==> config.mk <==
export PLATFORM = sky130hd
export DESIGN_NAME = mealy_seq_pattern_gen
export DESIGN_NICKNAME = d
export VERILOG_FILES = /design/src/rtl/seq_pkg.sv /design/src/rtl/seq_shift_reg.sv /design/src/rtl/mealy_seq_pattern_gen.sv
export SDC_FILE = /design/constraint.sdc
export NUM_CORES = 1
export LEC_CHECK = 0
export CAP_MARGIN = 20
export CELL_PAD_IN_SITES_DETAIL_PLACEMENT = 1
export CELL_PAD_IN_SITES_GLOBAL_PLACEMENT = 1
export CORE_UTILIZATION = 29
export CTS_CLUSTER_SIZE = 30
export DETAILED_ROUTE_END_ITERATION = 10
export PLACE_DENSITY_LB_ADDON = 0.1
export SYNTH_ARGS = -nofsm -noshare
export SYNTH_HDL_FRONTEND = slang
export SYNTH_SLANG_ARGS = --single-unit
==> constraint.sdc <==
create_clock -name clk -period 6.6 [get_ports clk]
set_input_delay 1.98 -clock clk [delete_from_list [all_inputs] [get_ports clk]]
set_output_delay 1.98 -clock clk [all_outputs]
set_load 0.03 [all_outputs]
==> src/rtl/seq_pkg.sv <==
// Shared state encoding and length helper for the sequence detectors and the pattern generator.
package seq_pkg;

    localparam logic [1:0] ST_IDLE = 2'd0;
    localparam logic [1:0] ST_SEND = 2'd1;
    localparam logic [1:0] ST_GAP  = 2'd2;
    localparam logic [1:0] ST_DONE = 2'd3;

    typedef enum logic [1:0] {
        IDLE = ST_IDLE,
        SEND = ST_SEND,
        GAP  = ST_GAP,
        DONE = ST_DONE
    } state_e;

    // A zero or oversized length means "use the whole pattern register".
    function automatic int unsigned clamp_len(input int unsigned len, input int unsigned max_len);
        if ((len == 32'd0) || (len > max_len)) begin
            return max_len;
        end else begin
            return len;
        end
    endfunction

endpackage

==> src/rtl/seq_shift_reg.sv <==
// Loadable down-counting bit selector: presents the bit to emit next and whether it closes a repetition.
module seq_shift_reg #(
    parameter int PAT_W = 8,
    parameter int LEN_W = 4,
    parameter int IDX_W = 3
) (
    input  logic             clk,
    input  logic             reset,
    input  logic             load,
    input  logic             advance,
    input  logic [PAT_W-1:0] pattern,
    input  logic [LEN_W-1:0] len,
    output logic             bit_out,
    output logic             last_out
);

    logic [PAT_W-1:0] pat_r;
    logic [IDX_W-1:0] top_r;
    logic [IDX_W-1:0] idx_r;
    logic [IDX_W-1:0] load_top_s;
    logic [IDX_W-1:0] sel_idx_s;
    logic [PAT_W-1:0] sel_pat_s;

    // Index after idx; wraps to the MSB of the active field for the next repetition.
    function automatic logic [IDX_W-1:0] next_idx(input logic [IDX_W-1:0] idx,
                                                  input logic [IDX_W-1:0] top);
        if (idx == {IDX_W{1'b0}}) begin
            return top;
        end else begin
            return idx - IDX_W'(1'b1);
        end
    endfunction

    assign load_top_s = IDX_W'(len - LEN_W'(1'b1));

    // On load the first bit comes straight from the inputs so it can be registered on the same edge.
    always_comb begin
        sel_idx_s = idx_r;
        sel_pat_s = pat_r;
        if (load) begin
            sel_idx_s = load_top_s;
            sel_pat_s = pattern;
        end else begin
            sel_idx_s = idx_r;
            sel_pat_s = pat_r;
        end
    end

    assign bit_out  = sel_pat_s[sel_idx_s];
    assign last_out = (sel_idx_s == {IDX_W{1'b0}});

    // Pattern latch and down-counting index, pointing at the bit for the following edge.
    always_ff @(posedge clk) begin
        if (reset) begin
            pat_r <= {PAT_W{1'b0}};
            top_r <= {IDX_W{1'b0}};
            idx_r <= {IDX_W{1'b0}};
        end else if (load) begin
            pat_r <= pattern;
            top_r <= load_top_s;
            idx_r <= next_idx(load_top_s, load_top_s);
        end else if (advance) begin
            idx_r <= next_idx(idx_r, top_r);
        end
    end

endmodule

==> src/rtl/mealy_seq_pattern_gen.sv <==
// Bit-serial pattern transmitter feeding the sequence detectors; GAP_EN adds idle gaps between repetitions.
module mealy_seq_pattern_gen
    import seq_pkg::*;
#(
    parameter int PAT_W = 8,
    parameter int CNT_W = 8
`ifdef GAP_EN
    ,
    parameter int GAP_W = 4
`endif
) (
    input  logic                   clk,
    input  logic                   reset,
    input  logic                   start,
    input  logic                   abort,
    input  logic [PAT_W-1:0]       pattern,
    input  logic [$clog2(PAT_W):0] pat_len,
    input  logic [CNT_W-1:0]       rep_cnt,
`ifdef GAP_EN
    input  logic [GAP_W-1:0]       gap_len,
`endif
    output logic                   busy,
    output logic                   dout,
    output logic                   dout_valid,
    output logic                   bit_last,
    output logic                   done,
    output logic [CNT_W-1:0]       reps_sent
);

    localparam int LEN_W = $clog2(PAT_W) + 1;
    localparam int IDX_W = (PAT_W > 1) ? $clog2(PAT_W) : 1;

    state_e           state_r;
    logic             busy_r;
    logic             dout_r;
    logic             dout_valid_r;
    logic             bit_last_r;
    logic             done_r;
    logic [CNT_W-1:0] reps_sent_r;
    logic [CNT_W-1:0] rep_cnt_r;
`ifdef GAP_EN
    logic [GAP_W-1:0] gap_len_r;
    logic [GAP_W-1:0] gap_cnt_r;
`endif

    logic [LEN_W-1:0] len_s;
    logic             load_s;
    logic             advance_s;
    logic             bit_s;
    logic             last_s;
    logic             rep_end_s;
    logic             gap_next_s;

    function automatic logic [CNT_W-1:0] sat_inc(input logic [CNT_W-1:0] v);
        if (v == {CNT_W{1'b1}}) begin
            return v;
        end else begin
            return v + CNT_W'(1'b1);
        end
    endfunction

    assign len_s = LEN_W'(clamp_len(32'(pat_len), unsigned'(PAT_W)));

    seq_shift_reg #(
        .PAT_W (PAT_W),
        .LEN_W (LEN_W),
        .IDX_W (IDX_W)
    ) u_shift (
        .clk      (clk),
        .reset    (reset),
        .load     (load_s),
        .advance  (advance_s),
        .pattern  (pattern),
        .len      (len_s),
        .bit_out  (bit_s),
        .last_out (last_s)
    );

    // Decide whether the next edge loads a new burst or steps to the next bit.
    always_comb begin
        load_s     = 1'b0;
        advance_s  = 1'b0;
        rep_end_s  = bit_last_r && (reps_sent_r == rep_cnt_r);
`ifdef GAP_EN
        gap_next_s = bit_last_r && (gap_len_r != {GAP_W{1'b0}});
`else
        gap_next_s = 1'b0;
`endif
        case (state_r)
            IDLE: load_s = start && !abort && (rep_cnt != {CNT_W{1'b0}});
            SEND: advance_s = !abort && !rep_end_s && !gap_next_s;
`ifdef GAP_EN
            GAP:  advance_s = !abort && (gap_cnt_r == GAP_W'(1'b1));
`endif
            default: begin
                load_s    = 1'b0;
                advance_s = 1'b0;
            end
        endcase
    end

    // Burst FSM with registered outputs; outputs always describe the cycle after the edge.
    always_ff @(posedge clk) begin
        if (reset) begin
            state_r      <= IDLE;
            busy_r       <= 1'b0;
            dout_r       <= 1'b0;
            dout_valid_r <= 1'b0;
            bit_last_r   <= 1'b0;
            done_r       <= 1'b0;
            reps_sent_r  <= {CNT_W{1'b0}};
            rep_cnt_r    <= {CNT_W{1'b0}};
`ifdef GAP_EN
            gap_len_r    <= {GAP_W{1'b0}};
            gap_cnt_r    <= {GAP_W{1'b0}};
`endif
        end else if (abort && (state_r != IDLE)) begin
            state_r      <= IDLE;
            busy_r       <= 1'b0;
            dout_r       <= 1'b0;
            dout_valid_r <= 1'b0;
            bit_last_r   <= 1'b0;
            done_r       <= 1'b0;
        end else begin
            case (state_r)
                IDLE: begin
                    dout_r       <= 1'b0;
                    dout_valid_r <= 1'b0;
                    bit_last_r   <= 1'b0;
                    done_r       <= 1'b0;
                    busy_r       <= 1'b0;
                    if (start && !abort) begin
                        rep_cnt_r   <= rep_cnt;
                        reps_sent_r <= {CNT_W{1'b0}};
`ifdef GAP_EN
                        gap_len_r   <= gap_len;
`endif
                        if (rep_cnt == {CNT_W{1'b0}}) begin
                            state_r <= DONE;
                            done_r  <= 1'b1;
                        end else begin
                            state_r      <= SEND;
                            busy_r       <= 1'b1;
                            dout_r       <= bit_s;
                            dout_valid_r <= 1'b1;
                            bit_last_r   <= last_s;
                            reps_sent_r  <= last_s ? CNT_W'(1'b1) : {CNT_W{1'b0}};
                        end
                    end
                end
                SEND: begin
                    if (rep_end_s) begin
                        state_r      <= DONE;
                        busy_r       <= 1'b0;
                        done_r       <= 1'b1;
                        dout_r       <= 1'b0;
                        dout_valid_r <= 1'b0;
                        bit_last_r   <= 1'b0;
`ifdef GAP_EN
                    end else if (gap_next_s) begin
                        state_r      <= GAP;
                        gap_cnt_r    <= gap_len_r;
                        dout_r       <= 1'b0;
                        dout_valid_r <= 1'b0;
                        bit_last_r   <= 1'b0;
`endif
                    end else begin
                        dout_r       <= bit_s;
                        dout_valid_r <= 1'b1;
                        bit_last_r   <= last_s;
                        if (last_s) begin
                            reps_sent_r <= sat_inc(reps_sent_r);
                        end
                    end
                end
`ifdef GAP_EN
                GAP: begin
                    if (gap_cnt_r == GAP_W'(1'b1)) begin
                        state_r      <= SEND;
                        dout_r       <= bit_s;
                        dout_valid_r <= 1'b1;
                        bit_last_r   <= last_s;
                        if (last_s) begin
                            reps_sent_r <= sat_inc(reps_sent_r);
                        end
                    end else begin
                        gap_cnt_r <= gap_cnt_r - GAP_W'(1'b1);
                    end
                end
`endif
                DONE: begin
                    state_r <= IDLE;
                    done_r  <= 1'b0;
                    busy_r  <= 1'b0;
                end
                default: begin
                    state_r      <= IDLE;
                    busy_r       <= 1'b0;
                    dout_r       <= 1'b0;
                    dout_valid_r <= 1'b0;
                    bit_last_r   <= 1'b0;
                    done_r       <= 1'b0;
                end
            endcase
        end
    end

    assign busy       = busy_r;
    assign dout       = dout_r;
    assign dout_valid = dout_valid_r;
    assign bit_last   = bit_last_r;
    assign done       = done_r;
    assign reps_sent  = reps_sent_r;

endmodule

Word level (Yosys, flattened, before mapping)
Index checks and enable logic that the tools add are counted.

Register bits after elaboration: 37. Latch bits: 0. Bits in writable memories: 0. Memory bits (read-only): 0. Input port bits: 24. Output and inout bits: 13. Logic and storage cells: 89. Memories: 0.

Add/sub/neg operators: 4. $mul: 0. Divide/modulo/power cells: 0. $lt $le $gt $ge: 2. Equality and inequality tests: 9. Shifts and indexed selects: 0. Mux-type cells: 40. Bitwise gates (word level): 1. Reduce and logical (&&, ||, !) cells: 22.

Operators by type and width (number): $mux 8 (5); $mux 1 (18); $mux 3 (6); $pmux 8 s2 (1); $ne 2x2->1 const B (5); $logic_not 3->1 (3); $pmux 1 s3 (3); $sub 3x1->3 const B (3); $add 8x1->8 const B (1); $eq 8x8->1 (1); $eq 8x8->1 const B (1); $logic_not 8->1 (1); $reduce_bool 8->1 (1); $mux 2 (3); $reduce_and 6->1 (1); $reduce_bool 2->1 (3); $logic_and 1x1->1 (5); $gt 4x4->1 const B (1); $logic_not 4->1 (1); $lt 3x4->1 const B (1); $pmux 1 s2 (2); $pmux 2 s2 (1); $bmux 1 s3 (1); $reduce_and 3->1 (1); other kinds (8) (9).

Depth between registers and ports, before layout
Depth after elaboration: 10. Mapped depth: 12. Depth with buffers taken out: 10.

By module
From an unflattened synthesis, not the netlist that was laid out.

Cell total of the unflattened synthesis: 245. Area total of the unflattened synthesis: 2102.0 um2.

Modules (own cells, without submodules): mealy_seq_pattern_gen (times used 1, cells each 146, area an instance 1224.9 um2); seq_shift_reg (times used 1, cells each 99, area an instance 877.1 um2).

Worst setup path after synthesis
No wires, ideal clock.

Path type: input to register. Start: input port abort. End: register dout_r, in the netlist dout. Library setup time: 0.131 ns. Data arrival time: 3.590 ns. Data required time: 6.469 ns. Path slack: 2.879 ns. Stages: 6. Buffers on the path: 0. Cell sequence: or4b_4 a21oi_4 mux2i_1 mux2_2 a32oi_1 a311oi_1.

Longest elaborated chain between the ends: 10.

Ends and longest elaborated chain: from (decl) (RTL line mealy_seq_pattern_gen.sv:15) `input logic abort,`; $logic_not 1->1 (RTL line mealy_seq_pattern_gen.sv:90, mealy_seq_pattern_gen.sv:132); $logic_and 1x1->1 (RTL line mealy_seq_pattern_gen.sv:90, mealy_seq_pattern_gen.sv:132); $logic_and 1x1->1 (RTL line mealy_seq_pattern_gen.sv:90) `IDLE: load_s = start && !abort && (rep_cnt != {CNT_W{1'b0}});`; $mux 1 (RTL line mealy_seq_pattern_gen.sv:89) `case (state_r)`; $mux 8 or $mux 3 (tied branches); $bmux 1 s3 (RTL line seq_shift_reg.sv:49) `assign bit_out = sel_pat_s[sel_idx_s];`; $mux 1 (implied by the code) (RTL line seq_shift_reg.sv:49); $mux 1 (RTL line mealy_seq_pattern_gen.sv:138) `if (rep_cnt == {CNT_W{1'b0}}) begin`; $mux 1 (RTL line mealy_seq_pattern_gen.sv:132) `if (start && !abort) begin`; $pmux 1 s3 (RTL line mealy_seq_pattern_gen.sv:125) `case (state_r)`; to (signal assigned) (RTL line mealy_seq_pattern_gen.sv:144) `dout_r <= bit_s;`; to (signal assigned) (RTL line mealy_seq_pattern_gen.sv:168) `dout_r <= bit_s;`; to (decl) (RTL line mealy_seq_pattern_gen.sv:35) `logic dout_r;`.

Several ways; a longest one is shown, not always the timed one. The select of a mux whose other input is x is not followed. A chain may end at the register's enable or synchronous reset.

Worst setup path in the final report
Same ends and word-level chain as after synthesis.

==> impl_metrics.json <==
{
  "outcome": "complete, no violations",
  "row_count": 30,
  "drv_slew": 0,
  "firstDrtPassIters": 4,
  "path_class": "in2reg",
  "gp_congestion": 0.7332,
  "cts_made_buffers": 5,
  "yosys.cell_count.top_type": "nand2_1",
  "p_sw_share_pct": 26.25,
  "worstMarginPinSlew_ns": 0.9944,
  "synth_cells": 256,
  "ys_top_cells_by_count": "nand2_1, dfxtp_1, a21oi_1, nor2_1, xnor2_1",
  "grt_pass1_vias": 1812,
  "critPathArrivalTime_ns": 4.80,
  "worstHoldPathType": "reg2reg",
  "syn-cell-area_sq_um": 2086,
  "drc": 0,
  "skew_ns": 0.006304,
  "grt_max_degree": 29,
  "cap_violations": 0,
  "die_w_um": 86.81,
  "antenna_found_initial": 0,
  "cts.sinks": 37,
  "maxSlewHeadroom_pct": 33.19,
  "p_per_area_nw_per_um2": 205.4,
  "synth_edf_count": 0,
  "cts_max_path_buffers": 2,
  "required_ns": 6.77,
  "syn_area_per_cell_sq_um": 8.147,
  "cts_hold_buf": 0,
  "cts_root_buf": "clkbuf_8",
  "dp.cells": 373,
  "clock_latency_ns": 0.29,
  "synth_area_leaders": "dfxtp_1, nand2_1, a21oi_1",
  "grt_setup_unrepaired": "no",
  "start_util_pct": 30.36,
  "cts_tree": "built",
  "fin_nets": 314,
  "p_int_mw": 0.3966,
  "syn_to_final_growth_pct": 25.55,
  "hold_slack_ns": 0.4577,
  "async_flop_share_pct": 0,
  "p_clk_share_pct": 38.8,
  "cts.htree.levels": 2,
  "synth_ff_type": "dfxtp_1",
  "io_buffer_count": 36,
  "seqPwrFrac_pct": 44.9,
  "ys_ff_latch": 37,
  "final_antenna_net_count": 0,
  "fmax_mhz": 215.7,
  "path_clk_slew_ns": 0.07,
  "leakage_nw": 0.8594,
  "cts_resized": 0,
  "combPwrFrac_pct": 16.3,
  "crit_fanout": 25,
  "wire_per_inst_um": 14.26,
  "grt_pass1_wl_mm": 9.094,
  "die_h_um": 86.81,
  "coreArea_sq_um": 6869,
  "vias": 1867,
  "period_share_pct": 70.23,
  "drive_above_1_share_pct": 6.993,
  "drtIter0Drc": 36,
  "die-area_sq_um": 7535,
  "grt_overflow": 0,
  "finalHoldViolCount": 0,
  "fillers": 827,
  "vias_per_cell": 4.887,
  "max-vdd-ir-drop_mv": 0.07600,
  "yosysSeqAreaShare_pct": 35.51,
  "layoutNonFillerInstCount": 382,
  "synth_top_area_cell": "dfxtp_1",
  "io_pins": 37,
  "fin_total_pwr_mw": 0.5378,
  "end_kind": "flop",
  "yosys_warnings": 0,
  "setup_viol": 0,
  "synth.top_cell.area_share_pct": 35.51,
  "crit_path_start_kind": "input pin",
  "wirelength_mm": 5.446,
  "setup_tns_ns": 0,
  "p_switching_mw": 0.1411,
  "antenna_cells": 0,
  "post_cts.repair.setup_buffers": 0,
  "grt_usage_pct": 15.81,
  "syn_nets": 285,
  "layout_min_cycle_time_ns": 4.635,
  "ys_types": 49,
  "place_hpwl_mm": 4.175
}
[final cells by class]
cell class | instances | area (sq um) | area share [%]
Tap cell | 96 | 120.1 | 4.587
Clock buffer | 7 | 86.33 | 3.297
Clock inverter | 1 | 30.03 | 1.147
Sequential cell | 37 | 740.7 | 28.28
Inverter | 8 | 30.03 | 1.147
Multi-Input combinational cell | 195 | 1236 | 47.21
Timing Repair Buffer | 38 | 375.4 | 14.33
[power groups by stage]
stage / Clock, mW / Combinational, mW / Sequential [mW]
finish: 0.209 / 0.0874 / 0.242
global route: 0.227 / 0.0979 / 0.243
CTS: 0.217 / 0.0885 / 0.242
detailed placement: 0 / 0.0882 / 0.247
global placement: 0 / 0.0871 / 0.247
floorplan: 0 / 0.0561 / 0.246
[worst paths after layout]
path                      startpoint           endpoint  slack, ns  cells past startpoint
max                            abort  dout$_SDFFE_PP0P_       1.96                      7
min                done$_SDFFE_PP0P_  done$_SDFFE_PP0P_       0.46                      2
max reg2reg  state_r[0]$_SDFFE_PP0P_  dout$_SDFFE_PP0P_       3.68                      6
min reg2reg        done$_SDFFE_PP0P_  done$_SDFFE_PP0P_       0.46                      2
[cells in the final DEF, fill, tap and decap left out, types with 2 or more instances in the layout]
cell,netlist,layout
or3_1,2,2
buf_4,0,2
clkdlybuf4s50_1,0,36
dfxtp_1,37,37
mux2i_1,5,5
nand2b_1,5,5
o21ai_0,7,7
nand4_1,2,2
mux2_2,2,2
a21oi_1,26,26
a211oi_1,5,5
nor2b_1,3,3
nand3_1,6,6
nor2_1,21,21
nand3b_1,2,2
nor3_1,8,8
xnor2_1,14,14
xor2_1,2,2
nor4_1,6,6
nor4b_4,2,2
o211ai_1,3,3
a311oi_1,3,3
inv_1,8,8
ha_1,5,5
nand2_1,41,41
clkbuf_8,0,6
or4_1,2,2
and3_1,3,3
[flip-flops by register name, summed over array words and instances (netlist names)]
| register | cells |
|---|---|
| rep_cnt_r | 8 |
| reps_sent | 8 |
| u_shift.pat_r | 8 |
| u_shift.idx_r | 3 |
| u_shift.top_r | 3 |
| state_r | 2 |
| bit_last | 1 |
| busy | 1 |
| done | 1 |
| dout | 1 |
| dout_valid | 1 |
[routing by layer]
metal	share of wire, %	GRT usage [%]	vias to the layer above
li1	-	-	959
met1	53	23.22	866
met2	42	23.19	35
met3	3.8	3.143	7
met4	1.2	4.545	0
met5	0	0	-
[logic make-up after synthesis]
kind of cell,after synthesis,share of synthesized area (%)
AND/OR/NAND/NOR,110,27.84
AO/OA/AOI/OAI,56,17.16
flip-flops,37,35.51
buffers and inverters,24,5.219
XOR/XNOR,16,6.719
multiplexers,8,4.559
adder cells (fa/ha/maj),5,2.999
[worst max-delay path, cell delays in order]
cell	delay (ns)
clkdlybuf4s50_1	0.53
or4b_4	0.64
a21oi_4	0.57
mux2i_1	0.38
mux2_2	0.38
a32oi_1	0.21
a311oi_1	0.11
[through the flow]
stage                     setup slack (ns)  area (sq um)  util (%)
final                                1.965          2619     38.12
after global routing                 1.786          2619     38.12
after CTS                            1.932          2611     38.01
after detailed placement             1.617          2495     36.32
after global placement               1.708          2495     36.32
after floorplan                      2.879          2086         -
Power figures use the tool's default switching activity.
